**src/rtl/multi_cycle_ctrl.sv**
```systemverilog
// rtl/multi_cycle_ctrl.sv - multi-cycle MIPS-subset control FSM
module multi_cycle_ctrl (
  input  logic        clk,
  input  logic        rst_n,
  input  logic [31:0] instr,
  input  logic        zero,
  output logic        PC_Wr,
  output logic        IR_Wr,
  output logic [1:0]  NPC_Sel,
  output logic        EXT_Op,
  output logic        ALU_SrcB,
  output logic [1:0]  ALU_Op,
  output logic        Mem_Wr,
  output logic        Mem_ToReg,
  output logic        Reg_Dst,
  output logic        Reg_Wr,
  output logic [2:0]  state
);

  typedef enum logic [2:0] {
    S_FETCH  = 3'd0,
    S_DECODE = 3'd1,
    S_EXEC   = 3'd2,
    S_MEM    = 3'd3,
    S_WB     = 3'd4
  } state_t;

  // Held as raw bits so the unused codes 5-7 stay representable and recoverable.
  logic [2:0] state_q;
  logic [2:0] state_d;

  logic [5:0] op;
  logic [5:0] funct;
  logic       is_addu, is_subu, is_ori, is_lui, is_lw, is_sw, is_beq, is_j;
  logic       is_alu_wb;
  logic       ext_sign;
  logic [1:0] alu_op_dec;
  logic       alu_srcb_dec;
  logic       unused_instr_bits;

  assign op    = instr[31:26];
  assign funct = instr[5:0];

  assign is_addu = (op == 6'b000000) && (funct == 6'b100001);
  assign is_subu = (op == 6'b000000) && (funct == 6'b100011);
  assign is_ori  = (op == 6'b001101);
  assign is_lui  = (op == 6'b001111);
  assign is_lw   = (op == 6'b100011);
  assign is_sw   = (op == 6'b101011);
  assign is_beq  = (op == 6'b000100);
  assign is_j    = (op == 6'b000010);

  assign is_alu_wb    = is_addu | is_subu | is_ori | is_lui;
  assign ext_sign     = is_lw | is_sw | is_beq;
  assign alu_srcb_dec = is_ori | is_lui | is_lw | is_sw;
  assign alu_op_dec   = (is_subu | is_beq) ? 2'b01 :
                        is_ori             ? 2'b10 :
                        is_lui             ? 2'b11 : 2'b00;

  // Register fields and immediates are datapath concerns, not control.
  assign unused_instr_bits = ^instr[25:6];

  assign state = state_q;

  // State register; reset lands in FETCH immediately, even mid-instruction.
  always_ff @(posedge clk or negedge rst_n) begin
    if (!rst_n) state_q <= S_FETCH;
    else        state_q <= state_d;
  end

  // Next-state and Moore outputs; everything is gated off while reset is held.
  always_comb begin
    state_d   = S_FETCH;
    PC_Wr     = 1'b0;
    IR_Wr     = 1'b0;
    NPC_Sel   = 2'b00;
    EXT_Op    = 1'b0;
    ALU_SrcB  = 1'b0;
    ALU_Op    = 2'b00;
    Mem_Wr    = 1'b0;
    Mem_ToReg = 1'b0;
    Reg_Dst   = 1'b0;
    Reg_Wr    = 1'b0;

    case (state_q)
      S_FETCH: begin
        PC_Wr   = 1'b1;
        IR_Wr   = 1'b1;
        state_d = S_DECODE;
      end
      S_DECODE: begin
        EXT_Op = ext_sign;
        if (is_j) begin
          PC_Wr   = 1'b1;
          NPC_Sel = 2'b10;
        end else if (is_alu_wb | is_lw | is_sw | is_beq) begin
          state_d = S_EXEC;
        end
      end
      S_EXEC, S_MEM, S_WB: begin
        EXT_Op    = ext_sign;
        ALU_Op    = alu_op_dec;
        ALU_SrcB  = alu_srcb_dec;
        Reg_Dst   = is_addu | is_subu;
        Mem_ToReg = is_lw;
        if (state_q == S_EXEC) begin
          if (is_beq) begin
            PC_Wr   = zero;
            NPC_Sel = 2'b01;
          end else if (is_lw | is_sw) begin
            state_d = S_MEM;
          end else if (is_alu_wb) begin
            state_d = S_WB;
          end
        end else if (state_q == S_MEM) begin
          if (is_sw)      Mem_Wr  = 1'b1;
          else if (is_lw) state_d = S_WB;
        end else begin
          Reg_Wr = 1'b1;
        end
      end
      default: state_d = S_FETCH;
    endcase

    if (!rst_n) begin
      PC_Wr     = 1'b0;
      IR_Wr     = 1'b0;
      NPC_Sel   = 2'b00;
      EXT_Op    = 1'b0;
      ALU_SrcB  = 1'b0;
      ALU_Op    = 2'b00;
      Mem_Wr    = 1'b0;
      Mem_ToReg = 1'b0;
      Reg_Dst   = 1'b0;
      Reg_Wr    = 1'b0;
    end
  end

endmodule

```
**config.mk**
```make
export PLATFORM = sky130hd
export DESIGN_NAME = multi_cycle_ctrl
export DESIGN_NICKNAME = d
export VERILOG_FILES = /design/src/rtl/multi_cycle_ctrl.sv
export SDC_FILE = /design/constraint.sdc
export NUM_CORES = 1
export LEC_CHECK = 0
export CORE_UTILIZATION = 24
export CTS_BUF_LIST = sky130_fd_sc_hd__clkbuf_4 sky130_fd_sc_hd__clkbuf_8
export DETAILED_ROUTE_END_ITERATION = 7
export GPL_TIMING_DRIVEN = 0
export PLACE_DENSITY = 0.8
export SETUP_SLACK_MARGIN = 0.4
export SYNTH_ARGS = -nofsm -noshare
export SYNTH_HDL_FRONTEND = slang
export SYNTH_SLANG_ARGS = --single-unit
```
**constraint.sdc**
```tcl
create_clock -name clk -period 1.2 [get_ports clk]
set_clock_uncertainty 0.1 [all_clocks]
set_input_delay 0.12 -clock clk [delete_from_list [all_inputs] [get_ports clk]]
set_output_delay 0.12 -clock clk [all_outputs]
set_load 0.005 [all_outputs]
```
[Word-level counts from Yosys, hierarchy flattened]
Index checks and enable logic that the tools add are counted.
Word-level totals
  RAM bits: 0
  logic and storage cells: 75
  bits in read-only memories: 0
  output and inout bits: 15
  memories: 0
  bits in registers: 3
  bits of input ports: 35
  latch bits: 0
Operators by class
  equal/unequal tests: 12
  reductions and logical operators: 6
  $add $sub $neg: 0
  magnitude comparators: 0
  bitwise gates (word level): 12
  $mul: 0
  shifts and indexed selects: 0
  divide/modulo/power cells: 0
  muxes and demuxes: 44
Operator list (number)
  two-way mux 1 bit: 25
  == test 6 bit (second input constant): 4
  two-way mux 3 bit: 7
  two-way mux 2 bit: 9
  == test 6 x 4 -> 1 bit (second input constant): 2
  bitwise OR 1 bit: 12
  one-hot mux 3 bit (3 select lines): 1
  == test 3 x 2 -> 1 bit (second input constant): 2
  == test 6 x 2 -> 1 bit (second input constant): 1
  == test 6 x 3 -> 1 bit (second input constant): 1
  logical NOT 6 bit: 1
  one-hot mux 2 bit (2 select lines): 1
  OR reduction 4 bit: 1
  == test 3 x 1 -> 1 bit (second input constant): 1
  == test 3 bit (second input constant): 1
  logical NOT 3 bit: 1
  one-hot mux 1 bit (3 select lines): 1
  OR reduction 3 bit: 1
  logical AND 1 bit: 2

[Depth between registers and ports, before layout]
  word-level depth: 11
  depth in mapped cells: 5
  mapped depth without buffers: 4

[Least setup slack after synthesis]
OpenSTA, ideal clock, no wires.
  path kind: register to output
  start: register state_q[0] (netlist: state[0])
  end: output Mem_ToReg
  arrival time: 1.216 ns
  cell stages (with the launch flop): 6
  setup slack: -0.236 ns
  data required time: 0.980 ns
  cells stage by stage: dfrtp_1 -> clkbuf_1 -> nor2_1 -> and2_1 -> o21ai_1 -> nor3_1
Between the ends
  longest elaborated chain between the ends: 4
Ends and longest elaborated chain
  start, declared: line 29  | logic [2:0] state_q;
  start signal, assigned: line 68  | else state_q <= state_d;
  == test 3 x 2 -> 1 bit / == test 3 bit (equally long branches): line 85  | case (state_q)
  OR reduction 3 bit *: line 85
  two-way mux 1 bit *: line 85
  two-way mux 1 bit *: line 125  | if (!rst_n) begin
  end, declared: line 14  | output logic Mem_ToReg,
Mark *: on every way between the ends. The rest lies on a longest branch, timed or not.

[Worst setup path in the final report]
  start: register state_q[1] (netlist: state[1])
  end: output Reg_Dst
Between the ends
  longest elaborated chain between the ends: 4
Ends and longest elaborated chain
  == test 3 x 2 -> 1 bit / == test 3 bit (equally long branches): line 85
  OR reduction 3 bit *: line 85
  two-way mux 1 bit *: line 85
  two-way mux 1 bit *: line 125
  end, declared: line 15  | output logic Reg_Dst,
Marked as above.

==> qor.yml <==
worst_setup_path:
  crit_chain: "buf_8 > nor2_4 > and2_4 > o21ai_4 > nor3_1 > buf_2"
  r2r_slack_ns: -0.27
  crit_required_ns: 0.98
  cpPeakStageDelay_ns: 0.39
  r2r_cells: 6
  path_class: "reg -> out"
  critPathBufInv: 2
  crit_family: "simple AND/OR/NAND/NOR gates"
  worst_ep_arrival_time_ns: 1.38
  worst_path_max_delay_cell: "dfrtp_1"
  worstReg2RegStart: "state[1]"
  start_kind: "flop"
  cp-end-kind: "output pin"
  r2r_end: "state[2]"
  crit_fanout: 7
cells_and_area:
  area_growth_pct: 144
  layout.cells.non_filler: 124
  largest_register_ffs: 3
  nets: 144
  multi_input_comb_area_um2: 447
  nFillCells: 120
  antenna_cells: 0
  final-seq-area_um2: 76.3
  fin_area_um2: 988
  drive_above_1_share_pct: 63.0
placed_design:
  gp_congestion: 0.788
  io_buffers: 29
  dpl.cell_count: 103
  place_hpwl_um: 1120
  placed_area_um2: 761
sta:
  slew_violations: 0
  layout_min_cycle_time_ns: 1.60
  slew_headroom_pct: 70.7
  setup_slack_ns: -0.404
  final.setup.tns_ns: -4.44
  setup_viol: 16
  max_freq_ghz: 0.623
  finalHoldViolCount: 3
  period_share_pct: 134
  rsz0062_at_grt: "true"
  tightest_slew_ns: 0.439
  worst_hold_slack_ns: -0.173
power:
  seqPwrFrac_pct: 13.8
  ir_drop_mv: 0.463
  p_sw_mw: 0.344
  cellPowerDensity_nw_per_um2: 979
  switching_share_pct: 35.6
  clock_power_share_pct: 21.3
  p_leak_nw: 0.460
  combPwrFrac_pct: 64.8
  intPower_mw: 0.624
  total_power_mw: 0.968
clock_tree:
  cts_max_path_buffers: 2
  cts_max_level: 1
  cts_buffers: 3
  cts_tree: "done"
  cts_root_buf: "clkbuf_4"
  clk_latency_ns: 0.24
  clkSlewWorstSetupHoldPaths_ns: 0.04
  cts_num_sinks: 3
logic_synthesis:
  yosysUniqueCellTypes: 30
  synth_edf_count: 0
  yosys.area.top_type_share_pct: 18.5
  seq_area_frac_synth_pct: 18.5
  netlist_instances: 58
  synth_area_leaders: "dfrtp_1 19%, nor3_1 11%, nand2_1 5.6%"
  synth_top_area_cell: "dfrtp_1"
  ys.flop_type: "dfrtp_1"
  async_reset_ff_share_pct: 100
  ys_ff_latch: 3
  avgSynthCellArea_um2: 6.99
  ys_warn_count: 0
  synth_fp_nets: 93
  syn_area_um2: 405
floorplanning:
  pin_count: 50
  die_area_um2: 1860
  rows: 14
  die_w_um: 43.1
  start_util_pct: 26.3
  core_region_area_um2: 1540
  die_h_um: 43.1
detailed_routing:
  drt_pass1_iterations: 7
  wl_per_cell_um: 16.1
  dr.first_iter.drc_count: 27
  post-route-drc-count: 0
  totalWireLength_um: 2000
  ant_nets: 0
  vias: 675
  via_per_inst: 5.44
min_path:
  hold_path_class: "in -> async"
global_routing:
  grt_overflow: 0
  grt_max_degree: 9
  grt_usage_pct: 21.6
  grt_pass1_vias: 668
  antenna_found_initial: 0
  grt_pass1_wl_um: 3020
run_status:
  failed_checks: "hold timing, setup timing"
  status: "finished with violations"
flow_run:
  maxCapViolations: 0
-- synthesized netlist by cell type (all sizes together) (2+ instances only) --
| cell type | instances |
|---|---|
| nor3 | 9 |
| nand2 | 6 |
| nor2 | 6 |
| a21oi | 3 |
| and3 | 3 |
| dfrtp | 3 |
| nand2b | 3 |
| clkbuf | 2 |
| nand3 | 2 |
| nor4b | 2 |
| o21ai | 2 |
-- layer usage --
metal,part of all wire (%),track usage [%]
met5,0,0
met4,0.95,7.88
met3,6.6,1.28
met2,52,38.8
met1,40,26.4
-- final cells by class --
type,instances,share of cell area [%]
clock buffers,4,3.04
well taps,16,2.03
repair buffers,46,38.0
multi-input cells,52,45.2
plain buffers,3,4.05
flip-flops and latches,3,7.72
-- per-stage QoR --
| step | setup slack (ns) | util, % |
|---|---|---|
| 2_1_floorplan | -0.152 | - |
| 3_3_place_gp | -1.09 | 49.4 |
| 3_5_place_dp | -1.15 | 49.4 |
| 4_1_cts | -0.448 | 59.8 |
| 6_report | -0.404 | 64.1 |
| 5_1_grt | -0.455 | 64.1 |
-- power groups by stage --
| stage | sequential, mW | clock [mW] | combinational [mW] |
|---|---|---|---|
| 6_report | 0.134 | 0.206 | 0.628 |
| 5_1_grt | 0.136 | 0.214 | 0.658 |
| 4_1_cts | 0.136 | 0.214 | 0.540 |
| 3_5_place_dp | 0.138 | 0 | 0.408 |
| 3_3_place_gp | 0.134 | 0 | 0.399 |
| 2_1_floorplan | 0.137 | 0 | 0.235 |
-- kinds of logic (layout without fill, tap and decap cells) --
kind of cell	Yosys count	after routing	synth area share (%)
xor gates and xnor gates	1	1	2.16
AOI/OAI and AO/OA	11	11	18.2
and+or+nand+nor	40	40	56.5
buffers and inverters	3	53	4.63
DFF	3	3	18.5
-- layout by cell type, fill, tap and decap left out, drive strengths merged, types with 2 or more instances in the layout --
cell type	Yosys	final
clkdlybuf4s50	0	2
dlygate4sd2	0	4
clkbuf	2	6
nand3	2	2
nand2	6	6
nor3	9	9
nor4b	2	2
buf	1	38
and3	3	3
dfrtp	3	3
clkdlybuf4s15	0	2
nor2	6	6
o21ai	2	2
a21oi	3	3
nand2b	3	3
-- timing repair --
item / in CTS / in global routing
endpoints found under the setup margin: 18 / 18
setup buffers: 12 / 5
pin swaps: 16 / 8
cloned: 0 / 0
endpoints found under the hold margin: 3 / 3
resized for setup: 113 / 15
-- worst max path at each step --
stage / startpoint / end / slack, ns / cells after the start
floorplan: instr[30] / state[2] / -0.15 / 4
global placement: instr[26] / Mem_Wr / -1.09 / 6
detailed placement: instr[28] / PC_Wr / -1.15 / 6
CTS: state[1] / Reg_Dst / -0.45 / 6
global route: state[1] / Mem_ToReg / -0.46 / 6
finish: state[1] / Reg_Dst / -0.40 / 6
Note: power is estimated with default switching activity, not from simulation.
